[config.mk]
export PLATFORM = sky130hd
export DESIGN_NAME = spi_tx_arbiter
export DESIGN_NICKNAME = d
export VERILOG_FILES = /design/src/rtl/spi_pkg.sv /design/src/rtl/spi_rr_pick.sv /design/src/rtl/spi_tx_arbiter.sv
export SDC_FILE = /design/constraint.sdc
export NUM_CORES = 1
export LEC_CHECK = 0
export ABC_AREA = 1
export BUFFER_PORTS_ARGS = -buffer_cell sky130_fd_sc_hd__buf_2
export CAP_MARGIN = 30
export CORE_MARGIN = 2
export CORE_UTILIZATION = 50
export DETAILED_ROUTE_END_ITERATION = 10
export PLACE_DENSITY_LB_ADDON = 0.12
export SLEW_MARGIN = 30
export SYNTH_ARGS = -nofsm -noshare
export SYNTH_HDL_FRONTEND = slang
export SYNTH_SLANG_ARGS = --single-unit
[constraint.sdc]
create_clock -name clk -period 2.2 [get_ports clk]
set_input_delay 0.22 -clock clk [delete_from_list [all_inputs] [get_ports clk]]
set_output_delay 0.22 -clock clk [all_outputs]
set_load 0.05 [all_outputs]
[src/rtl/spi_pkg.sv]
// Shared types and defaults for the SPI master front-end logic.
package spi_pkg;

  // Word width of the fsm_spi master; clients default to this size.
  localparam int SPI_DATA_W = 12;

  // Arbiter sequencing: grant, wait for the master to start, transfer, report.
  typedef enum logic [1:0] {
    IDLE     = 2'd0,
    WAIT_LOW = 2'd1,
    XFER     = 2'd2,
    DONE     = 2'd3
  } arb_state_t;

endpackage

[src/rtl/spi_rr_pick.sv]
// Combinational round-robin selector: returns the first set request bit
// found scanning upward from last+1, wrapping modulo NUM_REQ.
module spi_rr_pick #(
  parameter int NUM_REQ = 4,
  parameter int IDX_W   = (NUM_REQ > 1) ? $clog2(NUM_REQ) : 1
) (
  input  logic [NUM_REQ-1:0] req,
  input  logic [IDX_W-1:0]   last,
  output logic [IDX_W-1:0]   winner,
  output logic               valid
);

  logic [IDX_W-1:0] cand;

  // Scan from farthest to nearest so the nearest set bit after 'last' wins.
  always_comb begin
    winner = '0;
    valid  = 1'b0;
    cand   = '0;
    for (int i = NUM_REQ; i >= 1; i--) begin
      cand = IDX_W'((int'(last) + i) % NUM_REQ);
      if (req[cand]) begin
        winner = cand;
        valid  = 1'b1;
      end
    end
  end

endmodule

[src/rtl/spi_tx_arbiter.sv]
// Round-robin front end that shares one fsm_spi master between several
// clients: grants one requester, latches its word, kicks the master and
// watches chip-select to report completion (or a start timeout).
module spi_tx_arbiter
  import spi_pkg::*;
#(
  parameter int NUM_REQ       = 4,
  parameter int DATA_W        = SPI_DATA_W,
  parameter int START_TIMEOUT = 64
) (
  input  logic                      clk,
  input  logic                      rst_n,
  input  logic [NUM_REQ-1:0]        req,
  input  logic [NUM_REQ*DATA_W-1:0] req_data,
  output logic [NUM_REQ-1:0]        gnt,
  output logic [NUM_REQ-1:0]        done,
  output logic                      err,
  output logic                      spi_tx_enable,
  output logic [DATA_W-1:0]         spi_data,
  input  logic                      spi_cs
);

  localparam int IDX_W = (NUM_REQ > 1) ? $clog2(NUM_REQ) : 1;
  localparam int CNT_W = (START_TIMEOUT > 2) ? $clog2(START_TIMEOUT) : 1;
  localparam logic [CNT_W-1:0] CNT_LAST = CNT_W'(START_TIMEOUT - 1);
  localparam logic [NUM_REQ-1:0] ONE_HOT_0 = NUM_REQ'(1);

  arb_state_t       state;
  arb_state_t       state_next;
  logic [IDX_W-1:0] last;
  logic [IDX_W-1:0] winner_q;
  logic [IDX_W-1:0] pick_winner;
  logic             pick_valid;
  logic [CNT_W-1:0] wait_cnt;
  logic             err_flag;
  logic             start_timeout;
  logic [DATA_W-1:0] req_words [NUM_REQ];

  // Present the flat request-data bus as one word per requester.
  always_comb begin
    for (int i = 0; i < NUM_REQ; i++) begin
      req_words[i] = req_data[i*DATA_W +: DATA_W];
    end
  end

  spi_rr_pick #(
    .NUM_REQ (NUM_REQ),
    .IDX_W   (IDX_W)
  ) u_pick (
    .req    (req),
    .last   (last),
    .winner (pick_winner),
    .valid  (pick_valid)
  );

  // The master failed to pull chip-select low within the allowed window.
  assign start_timeout = (wait_cnt == CNT_LAST);

  // State register.
  always_ff @(posedge clk or negedge rst_n) begin
    if (!rst_n) begin
      state <= IDLE;
    end else begin
      state <= state_next;
    end
  end

  // Next-state logic and decoded outputs; chip-select low beats timeout.
  always_comb begin
    state_next    = state;
    spi_tx_enable = 1'b0;
    done          = '0;
    err           = 1'b0;
    case (state)
      IDLE: begin
        if (pick_valid) begin
          state_next = WAIT_LOW;
        end
      end
      WAIT_LOW: begin
        spi_tx_enable = 1'b1;
        if (!spi_cs) begin
          state_next = XFER;
        end else if (start_timeout) begin
          state_next = DONE;
        end
      end
      XFER: begin
        if (spi_cs) begin
          state_next = DONE;
        end
      end
      DONE: begin
        done       = gnt;
        err        = err_flag;
        state_next = IDLE;
      end
      default: begin
        state_next = IDLE;
      end
    endcase
  end

  // Grant, data latch, round-robin pointer, timeout counter and error flag.
  always_ff @(posedge clk or negedge rst_n) begin
    if (!rst_n) begin
      gnt      <= '0;
      spi_data <= '0;
      winner_q <= '0;
      last     <= IDX_W'(NUM_REQ - 1);
      wait_cnt <= '0;
      err_flag <= 1'b0;
    end else begin
      case (state)
        IDLE: begin
          if (pick_valid) begin
            gnt      <= ONE_HOT_0 << pick_winner;
            spi_data <= req_words[pick_winner];
            winner_q <= pick_winner;
            wait_cnt <= '0;
            err_flag <= 1'b0;
          end
        end
        WAIT_LOW: begin
          wait_cnt <= wait_cnt + 1'b1;
          if (spi_cs && start_timeout) begin
            err_flag <= 1'b1;
          end
        end
        XFER: begin
        end
        DONE: begin
          last     <= winner_q;
          gnt      <= '0;
          err_flag <= 1'b0;
        end
        default: begin
        end
      endcase
    end
  end

endmodule

==> results of run 1 <==
[critical path, stage by stage (launching register included)]
cell,delay (ps)
dfstp_2,640
inv_6,70
nand2_2,60
nand2_2,60
nand2_1,110
nand2_1,80
inv_2,100
nand3_4,180
buf_6,220
nand3_1,80
nand2_1,60
nand2_1,80
nand2_1,70
nand2_1,70
nand2_1,60
[power groups by stage]
stage | clock, mW | sequential, mW | combinational [mW]
2_1_floorplan | 0 | 1.30 | 2.04
3_3_place_gp | 0 | 0.918 | 2.98
3_5_place_dp | 0 | 0.923 | 3.02
4_1_cts | 0.595 | 0.917 | 3.05
5_1_grt | 0.620 | 0.950 | 3.45
6_report | 0.580 | 0.922 | 3.11
[cells by family (layout without fill, tap and decap cells)]
group | count (synthesis) | count (layout) | synth area share, %
DFF | 29 | 29 | 33.9
AOI/OAI and AO/OA | 22 | 22 | 5.59
xor gates and xnor gates | 2 | 2 | 0.815
adders and majority gates | 6 | 6 | 3.49
buffers and inverters | 64 | 143 | 12.9
and+or+nand+nor | 214 | 214 | 43.3
[synthesized netlist by cell type (all sizes together)]
cell	number	area, sq um
a21oi	9	48.8
buf	11	73.8
clkbuf	3	11.3
dfrtp	27	676
dfstp	2	52.6
ha	6	75.1
inv	50	193
nand2	151	609
nand3	53	278
nand4	2	12.5
nor2	7	26.3
nor3	1	5.00
o21ai	10	50.1
o22ai	2	12.5
o311ai	1	8.76
xor2	2	17.5
[repair_timing]
action | 4_1_cts | 5_1_grt
gates resized for setup | 0 | 4
hold buffers | 1 | 0
endpoints found under the setup margin | 0 | 7
hold endpoints to repair | 27 | 0
[final timing paths]
kind	end	slack (ps)
max in group asynchronous	spi_data[4]	1280
max reg2reg	spi_data[6]	140
max	spi_data[6]	140
min reg2reg	spi_data[10]	470
min in group asynchronous	state[0]	490
min	state[0]	290
[metal layers]
layer | track usage (%) | wire (microns)
met1 | 35.3 | 2720
met4 | 5.66 | 70
met5 | 0 | 0
met2 | 34.0 | 2340
met3 | 4.07 | 357
[sequential cells by signal, indices dropped and copies added, names as in the netlist]
name,cells
winner_q,2
last,2
err_flag,1
gnt,4
state,2
wait_cnt,6
spi_data,12
[layout make-up]
class	instances	area, sq um	share of cell area [%]
Clock inverter	2	37.5	1.38
Sequential cell	29	728	26.8
Timing Repair Buffer	85	458	16.9
Tap cell	50	62.6	2.30
Clock buffer	6	82.6	3.04
Inverter	50	193	7.09
Multi-Input combinational cell	244	1160	42.5
[cells in the final DEF, fill, tap and decap left out, types with 3 or more instances in the layout]
| cell type | netlist | routed |
|---|---|---|
| inv_2 | 4 | 4 |
| buf_4 | 0 | 6 |
| inv_1 | 45 | 45 |
| nand3_1 | 52 | 52 |
| buf_2 | 8 | 76 |
| clkbuf_8 | 0 | 6 |
| ha_1 | 6 | 6 |
| o21ai_0 | 6 | 6 |
| nand2_1 | 142 | 142 |
| dfrtp_1 | 27 | 27 |
| nor2_1 | 7 | 7 |
| nand2_4 | 4 | 3 |
| o21ai_1 | 4 | 3 |
| nand2_2 | 5 | 5 |
| a21oi_1 | 8 | 8 |
==> run summary, run 1 <==
Run status -> complete, no violations
Fin. max-slew vios -> 0
DP Area -> 2570 sq um
Setup bufs post-CTS -> 0
Core area -> 4060 sq um
Final cycle utilization of the critical path -> 93.4%
Placement-stage worst setup slack -> 192 ps
F_max -> 487 MHz
Psw -> 2.55 mW
Clk slew on worst S/H paths -> 70 ps
Final std cells w/o fill -> 466
Post-layout util -> 67.0%
Slew HR -> 57.1%
Nets -> 476
Mapped Cells -> 337
Power Total -> 4.61 mW
HP Class -> in -> reg
Drt first pass iters -> 5
WHS Path Cells -> 3
Die Wd -> 69.6 microns
Die H -> 69.6 microns
Seq pwr share -> 20.0%
RSZ-0062 raised after global routing -> no
Clock Latency Late Sink -> 280 ps
Part of the power in the clock network -> 12.6%
Critical path startpoint category -> register
Post-synthesis register bit count -> 29
FP Rows -> 23
Period minus WS final -> 2060 ps
Final setup viols -> 0
Comb pwr share -> 67.4%
Pwr/cell area -> 1700 nW/um^2
Placer Congestion -> 0.889
Drt total wl -> 5.49 mm
Synthesized area per cell -> 6.38 sq um
Synth warn -> 0
CTS tree -> built
Reg-to-reg critical path startpoint -> last[0]
Crit path max fanout -> 13
Vias per cell -> 4.93
CTS root buffer -> clkbuf_8
Sequential fraction of the synthesis area -> 33.9%
Global-route wire length before repair -> 9.28 mm
Area growth from synthesis to layout -> 26.4%
Die area -> 4840 sq um
Clock skew -> 6.37 ps
Fillers -> 366
DRC -> 0
Layout cell share with drive strength beyond 1 -> 26.7%
I/O pin cnt -> 77
Crit. End Element -> register
Wirelength per Cell -> 11.8 microns
Internal Power -> 2.06 mW
DP Wirelength -> 4.17 mm
CTS Buffer Depth -> 2
Static leakage -> 1.69 nW
Cell Area, Synth -> 2150 sq um
Tot GR Track Use -> 23.2%
Peak VDD IR -> 0.821 mV
CP arrival -> 2220 ps
H-Tree Depth -> 2
Antenna cells -> 0
HP Start -> spi_cs
IO Port Bufs -> 76
TritonCTS Buffers -> 5
Pin count of the biggest net entering global routing -> 30
Hold Fails Final Rpt -> 0
CP Class -> reg -> reg
Placed Cells -> 457
CP required -> 2370 ps
R2r worst-path depth -> 14
Sw Share -> 55.3%
Final WS setup -> 145 ps
GRT overflow -> 0
Worst Tran Pin Value -> 643 ps
Initial antenna violation count -> 0
Iteration-0 DRC count of the detailed router -> 119
Vias after detailed routing -> 2297
Vias in the first global route -> 2079
Max-Cap Viols -> 0
Synth unique cells -> 24
Final ANT Viol Nets -> 0
WHS -> 294 ps
Effective utilization at floorplan -> 53.0%
Syn_nets -> 398
Crit path launch -> last[0]
Sum Neg Setup Slack -> 0 ps
Final instance area -> 2720 sq um
Num Clock Sinks -> 29
(Power assumes the default switching activity.)
==> run 2, diff against run 1 <==
Settings changed: CORE_UTILIZATION 50 to 45.
Clock period 2.2 ns to 1.8 ns, I/O delays scaled along.
==> run 2 against run 1 <==
  * The run now ends with setup timing left
  * Sequential power is 24% higher
  * Die area is 10% higher
  * Power is 40% higher
  * Fmax is 4.2% higher
  * Clock power is 22% higher
  * Critical endpoint is now spi_data[8]
  * Clock-buffer cell count stayed put
  * Critical path type unchanged
  * Cell count is 3.6% higher
  * Final area is 12% higher
==> run summary, run 2 (synthesized netlist as in run 1, its figures left out) <==
H-Tree Depth -> 2
Period minus WS final -> 1970 ps
Tot GR Track Use -> 22.5%
HP Class -> in -> reg
CTS tree -> built
CP required -> 1960 ps
Critical path startpoint category -> register
Pwr/cell area -> 2130 nW/um^2
CP Class -> reg -> reg
Failing checks -> setup timing
Placer Congestion -> 0.843
Clock Latency Late Sink -> 280 ps
Peak VDD IR -> 0.985 mV
Die area -> 5350 sq um
Crit. End Element -> register
Layout cell share with drive strength beyond 1 -> 35.0%
Most common cell after layout, fill and taps aside -> nand2_1
Nets -> 489
Slew HR -> 56.0%
IO Port Bufs -> 76
DRC -> 0
Cell mode on critical path -> nand2_1
Vias per cell -> 4.98
Power Total -> 6.47 mW
GRT overflow -> 0
Antenna cells -> 0
TritonCTS Buffers -> 5
Run status -> complete, but fails checks
Die Wd -> 73.1 microns
Vias in the first global route -> 2073
Clk slew on worst S/H paths -> 70 ps
Final ANT Viol Nets -> 0
Clock skew -> 9.22 ps
Final setup viols -> 20
I/O pin cnt -> 77
Max reg flops -> 12
Crit path max fanout -> 8
CTS root buffer -> clkbuf_8
Largest Register -> spi_data
Slowest cell on crit path -> dfstp_2
DP Wirelength -> 4.21 mm
Num Clock Sinks -> 29
Worst Tran Pin Value -> 660 ps
Pin count of the biggest net entering global routing -> 30
Wirelength per Cell -> 12.5 microns
Fillers -> 438
Core area -> 4660 sq um
Static leakage -> 1.80 nW
Seq. cell area -> 728 sq um
CP peak stage delay -> 650 ps
Max-Cap Viols -> 0
Vias after detailed routing -> 2404
Worst-path cell chain -> inv_6, nand2_2, nand2_2, nand2_2, nand2_1, inv_2, nand3_4, buf_12, nand3_1, nand2_1, nand2_1, nand2_1, nand2_1, nand2_1
RSZ-0062 raised after global routing -> yes
Final cycle utilization of the critical path -> 110%
Sum Neg Setup Slack -> -1890 ps
Multi-input gate area -> 1270 sq um
CP arrival -> 2140 ps
Global-route wire length before repair -> 9.38 mm
FP Rows -> 25
Hold Fails Final Rpt -> 0
Final WS setup -> -173 ps
CTS Buffer Depth -> 2
F_max -> 507 MHz
Commonest cells after routing, fill and taps aside -> 126 x nand2_1, 76 x buf_2, 49 x nand3_1, 43 x inv_1, 27 x dfrtp_1
Area growth from synthesis to layout -> 41.6%
Fin. max-slew vios -> 0
Effective utilization at floorplan -> 46.1%
Die H -> 73.1 microns
Iteration-0 DRC count of the detailed router -> 97
Initial antenna violation count -> 0
Reg2reg setup slack -> -170 ps
Drt first pass iters -> 4
Top flop regs -> spi_data (12), wait_cnt (6), gnt (4)
Drt total wl -> 6.04 mm
[run 2: changes by cell type in the layout (fill, tap and decap cells not counted), moves of 3 or more]
cell	delta
nand2_2	+13
nand3_2	+3
buf_4	+3
buf_6	+3
buf_12	+3
nand2_1	-16
nand3_1	-3
[run 2: power breakdown]
part | switching [mW] | total (mW) | internal, mW
sequential | 0.212 | 1.14 | 0.932
combinational | 2.93 | 4.62 | 1.69
clock | 0.259 | 0.709 | 0.450
total | 3.40 | 6.47 | 3.07
[run 2: worst max-delay path: cells and delay by family (launching register included)]
family	cells	cell delay, ps
and+or+nand+nor	11	860
buffers and inverters	3	350
DFF	1	650
[run 2: path summary, 6_finish.rpt]
kind | start | end | depth (start not counted)
worst max-delay path | last[0] | spi_data[8] | 14
worst min-delay path | spi_cs | state[0] | 3
worst max register to register | last[0] | spi_data[8] | 14
worst min register to register | spi_data[9] | spi_data[9] | 2
max in group asynchronous | rst_n | spi_data[5] | 2
min in group asynchronous | rst_n | wait_cnt[4] | 2
[run 2: cell type report]
class,count,area share [%]
Clock buffer,6,2.71
Clock inverter,2,1.23
Inverter,50,6.54
Multi-Input combinational cell,244,41.7
Sequential cell,29,23.9
Tap cell,54,2.22
Timing Repair Buffer,97,21.4
Timing Repair inverter,1,0.247
[run 2: what timing repair did]
| item | 4_1_cts | 5_1_grt |
|---|---|---|
| endpoints found under the hold margin | 27 | 0 |
| pin swaps | 1 | 1 |
| hold buffers | 1 | 0 |
| endpoints found under the setup margin | 22 | 30 |
| buffers inserted | 3 | 1 |
| cloned | 1 | 3 |
| resized for setup | 19 | 26 |
[run 2: stage by stage]
stage	cell area [sq um]	worst slack [ps]	std cells	hold WS (ps)	util (%)
3_5_place_dp	2640	-131	467	257	56.7
4_1_cts	2900	-111	480	274	62.2
6_report	3040	-173	483	278	65.3
2_1_floorplan	2160	59.8	337	-116	-
3_3_place_gp	2640	-86.8	467	248	56.7
5_1_grt	3040	-311	483	271	65.3
[run 2: layer usage]
| metal | vias to the layer above | share of wire (%) | track usage [%] |
|---|---|---|---|
| met1 | 1103 | 47 | 32.6 |
| met3 | 4 | 6.6 | 4.70 |
| met5 | - | 0 | 0 |
| met2 | 78 | 46 | 34.4 |
| li1 | 1219 | - | - |
| met4 | 0 | 0.65 | 4.94 |
